### config.mk
export PLATFORM = sky130hd
export DESIGN_NAME = imem_loader_flat
export DESIGN_NICKNAME = d
export VERILOG_FILES = /design/src/rtl/imem_loader_if.sv /design/src/rtl/imem_loader.sv /design/src/flat_wrapper.sv
export SDC_FILE = /design/constraint.sdc
export NUM_CORES = 1
export LEC_CHECK = 0
export ABC_AREA = 1
export BUFFER_PORTS_ARGS = -buffer_cell sky130_fd_sc_hd__buf_4
export CAP_MARGIN = 20
export CORE_MARGIN = 5
export CORE_UTILIZATION = 60
export CTS_CLUSTER_SIZE = 14
export DETAILED_ROUTE_END_ITERATION = 8
export PLACE_DENSITY_LB_ADDON = 0.15
export SLEW_MARGIN = 30
export SYNTH_ARGS = -nofsm -noshare
export SYNTH_HDL_FRONTEND = slang
export SYNTH_SLANG_ARGS = --single-unit
### constraint.sdc
create_clock -name clk -period 4.5 [get_ports clk]
set_input_delay 0.225 -clock clk [delete_from_list [all_inputs] [get_ports clk]]
set_output_delay 0.225 -clock clk [all_outputs]
set_load 0.01 [all_outputs]
### src/rtl/imem_loader_if.sv
// Byte stream and instruction-memory write port of the boot loader.
interface imem_loader_if;
  logic        start;
  logic [7:0]  byte_in;
  logic        byte_valid;
  logic        byte_ready;
  logic        mem_write;
  logic [31:0] mem_addr;
  logic [31:0] mem_wdata;
  logic        cpu_hold;
  logic        done;
  logic        error;

  // Stream source / controller side
  modport master (
    output start, byte_in, byte_valid,
    input  byte_ready, mem_write, mem_addr, mem_wdata, cpu_hold, done, error
  );

  // Loader side
  modport slave (
    input  start, byte_in, byte_valid,
    output byte_ready, mem_write, mem_addr, mem_wdata, cpu_hold, done, error
  );
endinterface

### src/rtl/imem_loader.sv
// Instruction memory loader: parses a count/words/checksum byte stream,
// writes each word to instruction memory and holds the CPU while loading.
module imem_loader #(
  parameter logic [31:0] BASE_ADDR = 32'h0000_0000,
  parameter int unsigned MAX_WORDS = 256
) (
  input  logic         clk,
  input  logic         rst_n,
  imem_loader_if.slave bus
);

  localparam int unsigned CNT_W  = 16;
  localparam int unsigned BCNT_W = 2;
  localparam int unsigned WORD_W = 32;
  localparam int unsigned BYTE_W = 8;

  typedef enum logic [2:0] {
    S_IDLE,
    S_HDR,
    S_DATA,
    S_WRITE,
    S_CSUM,
    S_DONE,
    S_ERR
  } state_t;

  state_t              state;
  state_t              state_nxt;
  logic [CNT_W-1:0]    count;
  logic [CNT_W-1:0]    idx;
  logic [BCNT_W-1:0]   bcnt;
  logic [BYTE_W-1:0]   csum;
  logic [WORD_W-1:0]   word;

  logic                accept_c;
  logic [CNT_W-1:0]    hdr_count_c;
  logic [WORD_W-1:0]   word_c;
  logic [CNT_W-1:0]    idx_inc_c;

  assign accept_c    = bus.byte_valid & bus.byte_ready;
  assign hdr_count_c = {count[BYTE_W-1:0], bus.byte_in};
  assign word_c      = {word[WORD_W-BYTE_W-1:0], bus.byte_in};
  assign idx_inc_c   = idx + CNT_W'(1);

  // Next-state decode
  always_comb begin
    state_nxt = state;
    unique case (state)
      S_IDLE, S_DONE, S_ERR: begin
        if (bus.start) state_nxt = S_HDR;
      end
      S_HDR: begin
        if (accept_c && bcnt == BCNT_W'(1)) begin
          if (32'(hdr_count_c) > 32'(MAX_WORDS)) state_nxt = S_ERR;
          else if (hdr_count_c == '0)            state_nxt = S_CSUM;
          else                                   state_nxt = S_DATA;
        end
      end
      S_DATA: begin
        if (accept_c && bcnt == BCNT_W'(3)) state_nxt = S_WRITE;
      end
      S_WRITE: begin
        state_nxt = (idx_inc_c == count) ? S_CSUM : S_DATA;
      end
      S_CSUM: begin
        if (accept_c) state_nxt = (bus.byte_in == csum) ? S_DONE : S_ERR;
      end
      default: state_nxt = S_IDLE;
    endcase
  end

  // State, datapath and registered outputs (outputs decoded from next state)
  always_ff @(posedge clk or negedge rst_n) begin
    if (!rst_n) begin
      state          <= S_IDLE;
      count          <= '0;
      idx            <= '0;
      bcnt           <= '0;
      csum           <= '0;
      word           <= '0;
      bus.byte_ready <= 1'b0;
      bus.mem_write  <= 1'b0;
      bus.mem_addr   <= '0;
      bus.mem_wdata  <= '0;
      bus.cpu_hold   <= 1'b0;
      bus.done       <= 1'b0;
      bus.error      <= 1'b0;
    end else begin
      state          <= state_nxt;
      bus.byte_ready <= (state_nxt == S_HDR) || (state_nxt == S_DATA) ||
                        (state_nxt == S_CSUM);
      bus.mem_write  <= (state_nxt == S_WRITE);
      bus.cpu_hold   <= (state_nxt != S_IDLE) && (state_nxt != S_DONE);
      bus.done       <= (state_nxt == S_DONE);
      bus.error      <= (state_nxt == S_ERR);

      unique case (state)
        S_IDLE, S_DONE, S_ERR: begin
          if (bus.start) begin
            count <= '0;
            idx   <= '0;
            bcnt  <= '0;
            csum  <= '0;
            word  <= '0;
          end
        end
        S_HDR: begin
          if (accept_c) begin
            count <= hdr_count_c;
            csum  <= csum ^ bus.byte_in;
            bcnt  <= (bcnt == BCNT_W'(1)) ? '0 : bcnt + BCNT_W'(1);
          end
        end
        S_DATA: begin
          if (accept_c) begin
            word <= word_c;
            csum <= csum ^ bus.byte_in;
            bcnt <= bcnt + BCNT_W'(1);
            // Address and data are captured as the word completes so they
            // are stable for the single WRITE cycle and held afterwards.
            if (bcnt == BCNT_W'(3)) begin
              bus.mem_addr  <= BASE_ADDR + (32'(idx) << 2);
              bus.mem_wdata <= word_c;
            end
          end
        end
        S_WRITE: begin
          idx <= idx_inc_c;
        end
        default: begin
        end
      endcase
    end
  end

endmodule
### src/flat_wrapper.sv
// flat-port wrapper written by rule: the top's interface ports become plain ports
module imem_loader_flat 
#(
  parameter logic [31:0] BASE_ADDR = 32'h0000_0000,
  parameter int unsigned MAX_WORDS = 256
)
  (clk, rst_n, bus_start, bus_byte_in, bus_byte_valid, bus_byte_ready, bus_mem_write, bus_mem_addr, bus_mem_wdata, bus_cpu_hold, bus_done, bus_error);
  imem_loader_if bus_i ();
  input  logic clk;
  input  logic rst_n;
  input wire logic [$bits(bus_i.start)-1:0] bus_start;
  input wire logic [$bits(bus_i.byte_in)-1:0] bus_byte_in;
  input wire logic [$bits(bus_i.byte_valid)-1:0] bus_byte_valid;
  output wire logic [$bits(bus_i.byte_ready)-1:0] bus_byte_ready;
  output wire logic [$bits(bus_i.mem_write)-1:0] bus_mem_write;
  output wire logic [$bits(bus_i.mem_addr)-1:0] bus_mem_addr;
  output wire logic [$bits(bus_i.mem_wdata)-1:0] bus_mem_wdata;
  output wire logic [$bits(bus_i.cpu_hold)-1:0] bus_cpu_hold;
  output wire logic [$bits(bus_i.done)-1:0] bus_done;
  output wire logic [$bits(bus_i.error)-1:0] bus_error;
  assign bus_i.start = bus_start;
  assign bus_i.byte_in = bus_byte_in;
  assign bus_i.byte_valid = bus_byte_valid;
  assign bus_byte_ready = bus_i.byte_ready;
  assign bus_mem_write = bus_i.mem_write;
  assign bus_mem_addr = bus_i.mem_addr;
  assign bus_mem_wdata = bus_i.mem_wdata;
  assign bus_cpu_hold = bus_i.cpu_hold;
  assign bus_done = bus_i.done;
  assign bus_error = bus_i.error;
  imem_loader #(.BASE_ADDR(BASE_ADDR), .MAX_WORDS(MAX_WORDS)) u_core (.clk(clk), .rst_n(rst_n), .bus(bus_i));
endmodule
# Word level (Yosys, flattened, before mapping)
# Index checks and enable logic that the tools add are counted.
# classes
addsub,2
order_cmp,1
eq_ne,21
mux,24
bitwise_logic,2
n_reduce_logical,21
# ops
cell,n
$pmux 16 s2,2
$mux 24,2
$pmux 24 s2,1
$mux 16,2
$mux 3,7
$eq 3x3->1 const B,6
$add 16x1->16 const B,1
$eq 16x16->1,1
$gt 16x9->1 const B,1
$logic_not 16->1,1
$mux 8,2
$pmux 8 s2,1
$pmux 3 s5,1
$eq 3x2->1 const B,4
$reduce_and 3->1,4
$mux 2,5
$eq 8x8->1,1
$reduce_bool 2->1,4
$xor 8x8->8,1
$eq 3x1->1 const B,2
$ne 2x1->1 const B,3
$pmux 2 s3,1
$reduce_bool 3->1,2
$reduce_and 4->1,1
other kinds (12),15
# totals
reg_bits,122
input_bits,12

# Longest topological paths before layout
# depth
depth_word,8
mapped_depth,19

# Worst setup path before layout
# No wires, ideal clock.
# synth_timing
kind,reg2reg
from,register u_core.idx[0]
to,register u_core.bus.byte_ready
setup_time_ns,0.113
t_arrival_ns,1.753
setup_slack_ns,2.634
path_stages_with_launch,19
synth_period_minus_slack_ns,1.866
cell_sequence,dfrtp_1 -> ha_1 -> nand2_1 -> nor2_4 -> nand3_1 -> nand2_1 -> nand2_1 -> nand2_1 -> nand2_1 -> nor2_1 -> nand2_1 -> nor2_1 -> nand3_1 -> nand2_1 -> nand2_2 -> nand2_1 -> nand2_1 -> nand2_1 -> inv_1
# synth_between
elab_chain_len,7
# synth_lines
element,line_no,source
from (decl),imem_loader.sv:30,logic [CNT_W-1:0] idx;
from (signal assigned),imem_loader.sv:128,idx <= idx_inc_c;
$add 16x1->16 (*),imem_loader.sv:43,assign idx_inc_c = idx + CNT_W'(1);
$eq 16x16->1 (*),imem_loader.sv:63,state_nxt = (idx_inc_c == count) ? S_CSUM : S_DATA;
$mux 3 (*),imem_loader.sv:63,
$pmux 3 s5 (*),imem_loader.sv:48,unique case (state)
$eq 3x1->1 or $eq 3x2->1 (tied branches),imem_loader.sv:90,bus.byte_ready <= (state_nxt == S_HDR) || (state_nxt == S_DATA) ||
$logic_or 1x1->1,imem_loader.sv:90,
$logic_or 1x1->1 (*),imem_loader.sv:90,
to (signal assigned),imem_loader.sv:90,
to (decl),imem_loader_if.sv:23,"output byte_ready, mem_write, mem_addr, mem_wdata, cpu_hold, done, error"
# Mark *: on every way between the ends. The rest lies on a longest branch, timed or not.
# A chain may end at the register's enable or synchronous reset.

# Worst setup path after layout
# layout_timing
from,register u_core.state[0]
to,register u_core.bcnt[0]
# layout_between
elab_chain_len,4
# layout_lines
element,line_no,source
from (decl),imem_loader.sv:27,state_t state;
from (signal assigned),imem_loader.sv:89,state <= state_nxt;
$eq 3x3->1 or $logic_not 3->1 (tied branches),imem_loader.sv:97,unique case (state)
$reduce_or 3->1,imem_loader.sv:97,
$ne 2x2->1 (no line) or $reduce_bool 3->1 (tied branches),n/a,
$reduce_and 4->1 (no line),n/a,
to (signal assigned),imem_loader.sv:111,bcnt <= (bcnt == BCNT_W'(1)) ? '0 : bcnt + BCNT_W'(1);
to (signal assigned),imem_loader.sv:118,bcnt <= bcnt + BCNT_W'(1);
to (decl),imem_loader.sv:31,logic [BCNT_W-1:0] bcnt;
# Several ways; a longest one is shown, not always the timed one.

==> out/metrics.cfg <==
[route]
routed.top_layer = met4
m1WireLength_um = 6260
first_pass_iters = 5
num_vias = 5081
wl_per_cell_um = 15.8
wl_met2_um = 6870
drt_iter0_drc = 428
vias_per_cell = 5.55
drcViolationCount = 0
wirelength_um = 14500
ant_nets = 0
wl_met3_um = 1120

[layout]
n_antenna_cell = 0
area_delta_synth_final_pct = 20.3
fin_area_um2 = 6950
drive_above_1_share_pct = 15.2
fin_nets = 790
post-route-util_pct = 74.5

[yosys]
seq_area_frac_synth_pct = 52.8
synthesis.area_um2 = 5780
yosys.area.top_type_share_pct = 52.8
synth_area_leaders = dfrtp_1 53%, nand2_1 11%, o21ai_0 8.1%, nand3_1 6.7%, inv_1 5.6%
synthArstFlopShare_pct = 100
yosysWarnings = 0
synth.avg_cell_area_um2 = 8.20
yosysTopAreaCell = dfrtp_1
ys_ff_latch = 122
synth_cells = 705
ys.flop_type = dfrtp_1
synth.distinct_cells = 29
synth_edf_count = 0

[min_path]
hp-class = input pin to flip-flop

[power]
p_int_w = 0.00243
power_leakage_nw = 3.40
seqPwrFrac_pct = 37.1
power.net_switching_w = 0.00139
combPwrFrac_pct = 27.5
ir_drop_mv = 0.492
p_clk_share_pct = 35.4
power_density_nw_per_um2 = 550
p_sw_share_pct = 36.4

[clock_network]
clk_pin_slew_ns = 0.06
cts_tree = built
root_buffer = clkbuf_8
clk_path_buf_depth = 2
clkLatencyLatePin_ns = 0.52
h-tree-depth = 4
clock-sinks = 122
numCtsBuffers = 17

[place]
postPlaceCellArea_um2 = 6310
pre_cts_ws_ns = 2.12
place.gp.congestion = 0.928
dp_hpwl_um = 9650
port-buffer-count = 64

[critical_path]
critPathKind = flip-flop to flip-flop
cp_max_fo = 26
ff2ff_setup_slack_ns = 1.99
required_ns = 4.89
end_kind = flip-flop
cp-start-kind = flip-flop
crit_arrival_ns = 2.90

[global_routing]
gr-total-overflow = 0
antenna_found_initial = 0
grt_pass1_wl_um = 24200
track_usage_pct = 26.1
grt_max_degree = 90
grt_pass1_vias = 4882

[die]
die_w_um = 108
io_pins = 81
die_y_um = 108
die_area_um2 = 11700
start_util_pct = 62.0
core_um2 = 9330
num_rows = 35

[job]
maxCapViolCount = 0

[sta]
rsz0062_at_grt = no
skew_ns = 0.0104
tightest_slew_ns = 0.790
setup_viol = 0
fmax_mhz = 398
period_minus_slack_ns = 2.51
hold_ws_ns = 0.00552
setup_ws_ns = 1.99
maxSlewViolCount = 0
period_share_pct = 55.8
final_hold_viol_count = 0
slew_headroom_pct = 47.4
tns_ns = 0

[status]
outcome = complete, no violations

logic make-up (layout without fill, tap and decap cells):
group	count (synthesis)	in the layout	share of synthesized area, %
buffers and inverters	130	197	9.59
flip-flops	122	122	52.8
XOR/XNOR	8	8	1.21
AND/OR/NAND/NOR	315	315	24.0
other	1	16	0.0649
AO/OA/AOI/OAI	125	125	11.5
adder cells (fa/ha/maj)	4	4	0.866
per-stage QoR:
step           instances  power (W)
6_report             916    0.00382
3_3_place_gp         879    0.00238
2_1_floorplan        720    0.00212
5_1_grt              916    0.00402
3_5_place_dp         879    0.00243
4_1_cts              916    0.00380
power by group through the flow:
stage,Clock (W),Combinational (W),Sequential (W)
6_report,0.00135,0.00105,0.00142
3_3_place_gp,0,0.000964,0.00142
4_1_cts,0.00136,0.00103,0.00141
5_1_grt,0.00141,0.00117,0.00144
2_1_floorplan,0,0.000724,0.00140
3_5_place_dp,0,0.00100,0.00143
routing by layer:
metal / GRT usage [%] / vias up
met5: 0 / -
met4: 8.03 / 0
met3: 4.66 / 20
met2: 42.0 / 252
met1: 36.3 / 2407
li1: - / 2402
cell usage in the layout (no fill, tap or decap), types with 3 or more instances in the layout:
master	count
dlygate4sd3_1	5
buf_4	66
clkinvlp_4	5
inv_1	86
nor2_1	34
o22ai_1	23
a21oi_1	3
dfrtp_1	122
nand2_2	5
ha_1	4
inv_6	3
xor2_1	5
o21ai_0	94
xnor2_1	3
clkbuf_16	16
nand4_1	10
nand2_1	175
inv_2	5
clkbuf_8	4
conb_1	16
o31ai_1	3
nand3_1	76
nor2_4	5
registers in the layout (all words and copies together) (netlist names):
register and cells:
u_core.bus.error 1, u_core.state 3, u_core.idx 16, u_core.bus.byte_ready 1
u_core.bus.cpu_hold 1, u_core.word 24, u_core.bus.mem_write 1, u_core.bcnt 2
u_core.bus.mem_addr 16, u_core.count 16, u_core.csum 8, u_core.bus.done 1
u_core.bus.mem_wdata 32
final timing paths:
path | to | startpoint | cells after the start
min | u_core.word[1] | bus_byte_in[1] | 3
max | u_core.bcnt[0] | u_core.state[0] | 10
max reg2reg | u_core.bcnt[0] | u_core.state[0] | 10
max in group asynchronous | u_core.word[19] | rst_n | 3
min in group asynchronous | u_core.bus.mem_wdata[26] | rst_n | 2
min reg2reg | u_core.bus.mem_wdata[28] | u_core.bus.mem_wdata[28] | 2
synthesized netlist by cell type (all sizes together) (3+ instances only):
| library cell | n |
|---|---|
| ha | 4 |
| o21ai | 95 |
| buf | 24 |
| xnor2 | 3 |
| o22ai | 23 |
| inv | 91 |
| a21oi | 4 |
| nand3 | 77 |
| o31ai | 3 |
| nand4 | 11 |
| xor2 | 5 |
| clkbuf | 13 |
| nor2 | 41 |
| nand2 | 181 |
| dfrtp | 122 |
what timing repair did:
action / in CTS / in global routing
endpoints found under the hold margin: 92 / 0
hold buffers: 5 / 0
resized for setup: 0 / 0
setup buffers: 0 / 0
critical path: stages, from the launching register on:
cell and delay (ns):
dfrtp_1 0.42, nor2_1 0.16, nand2_1 0.17, inv_2 0.40, nor2_1 0.21, inv_2 0.16, nand2_1 0.07, nand3_1 0.43
inv_1 0.17, nand3_1 0.10, o21ai_0 0.09
final cells by class:
cell class                 instances  area [um2]
clock buffer                      20         455
clock inverter                    12         138
fill                             682        2380
inverter                          93         349
multi-input combinational        468        2240
sequential                       122        3050
tap                              129         161
timing repair buffer              72         557
(Power assumes the default switching activity.)
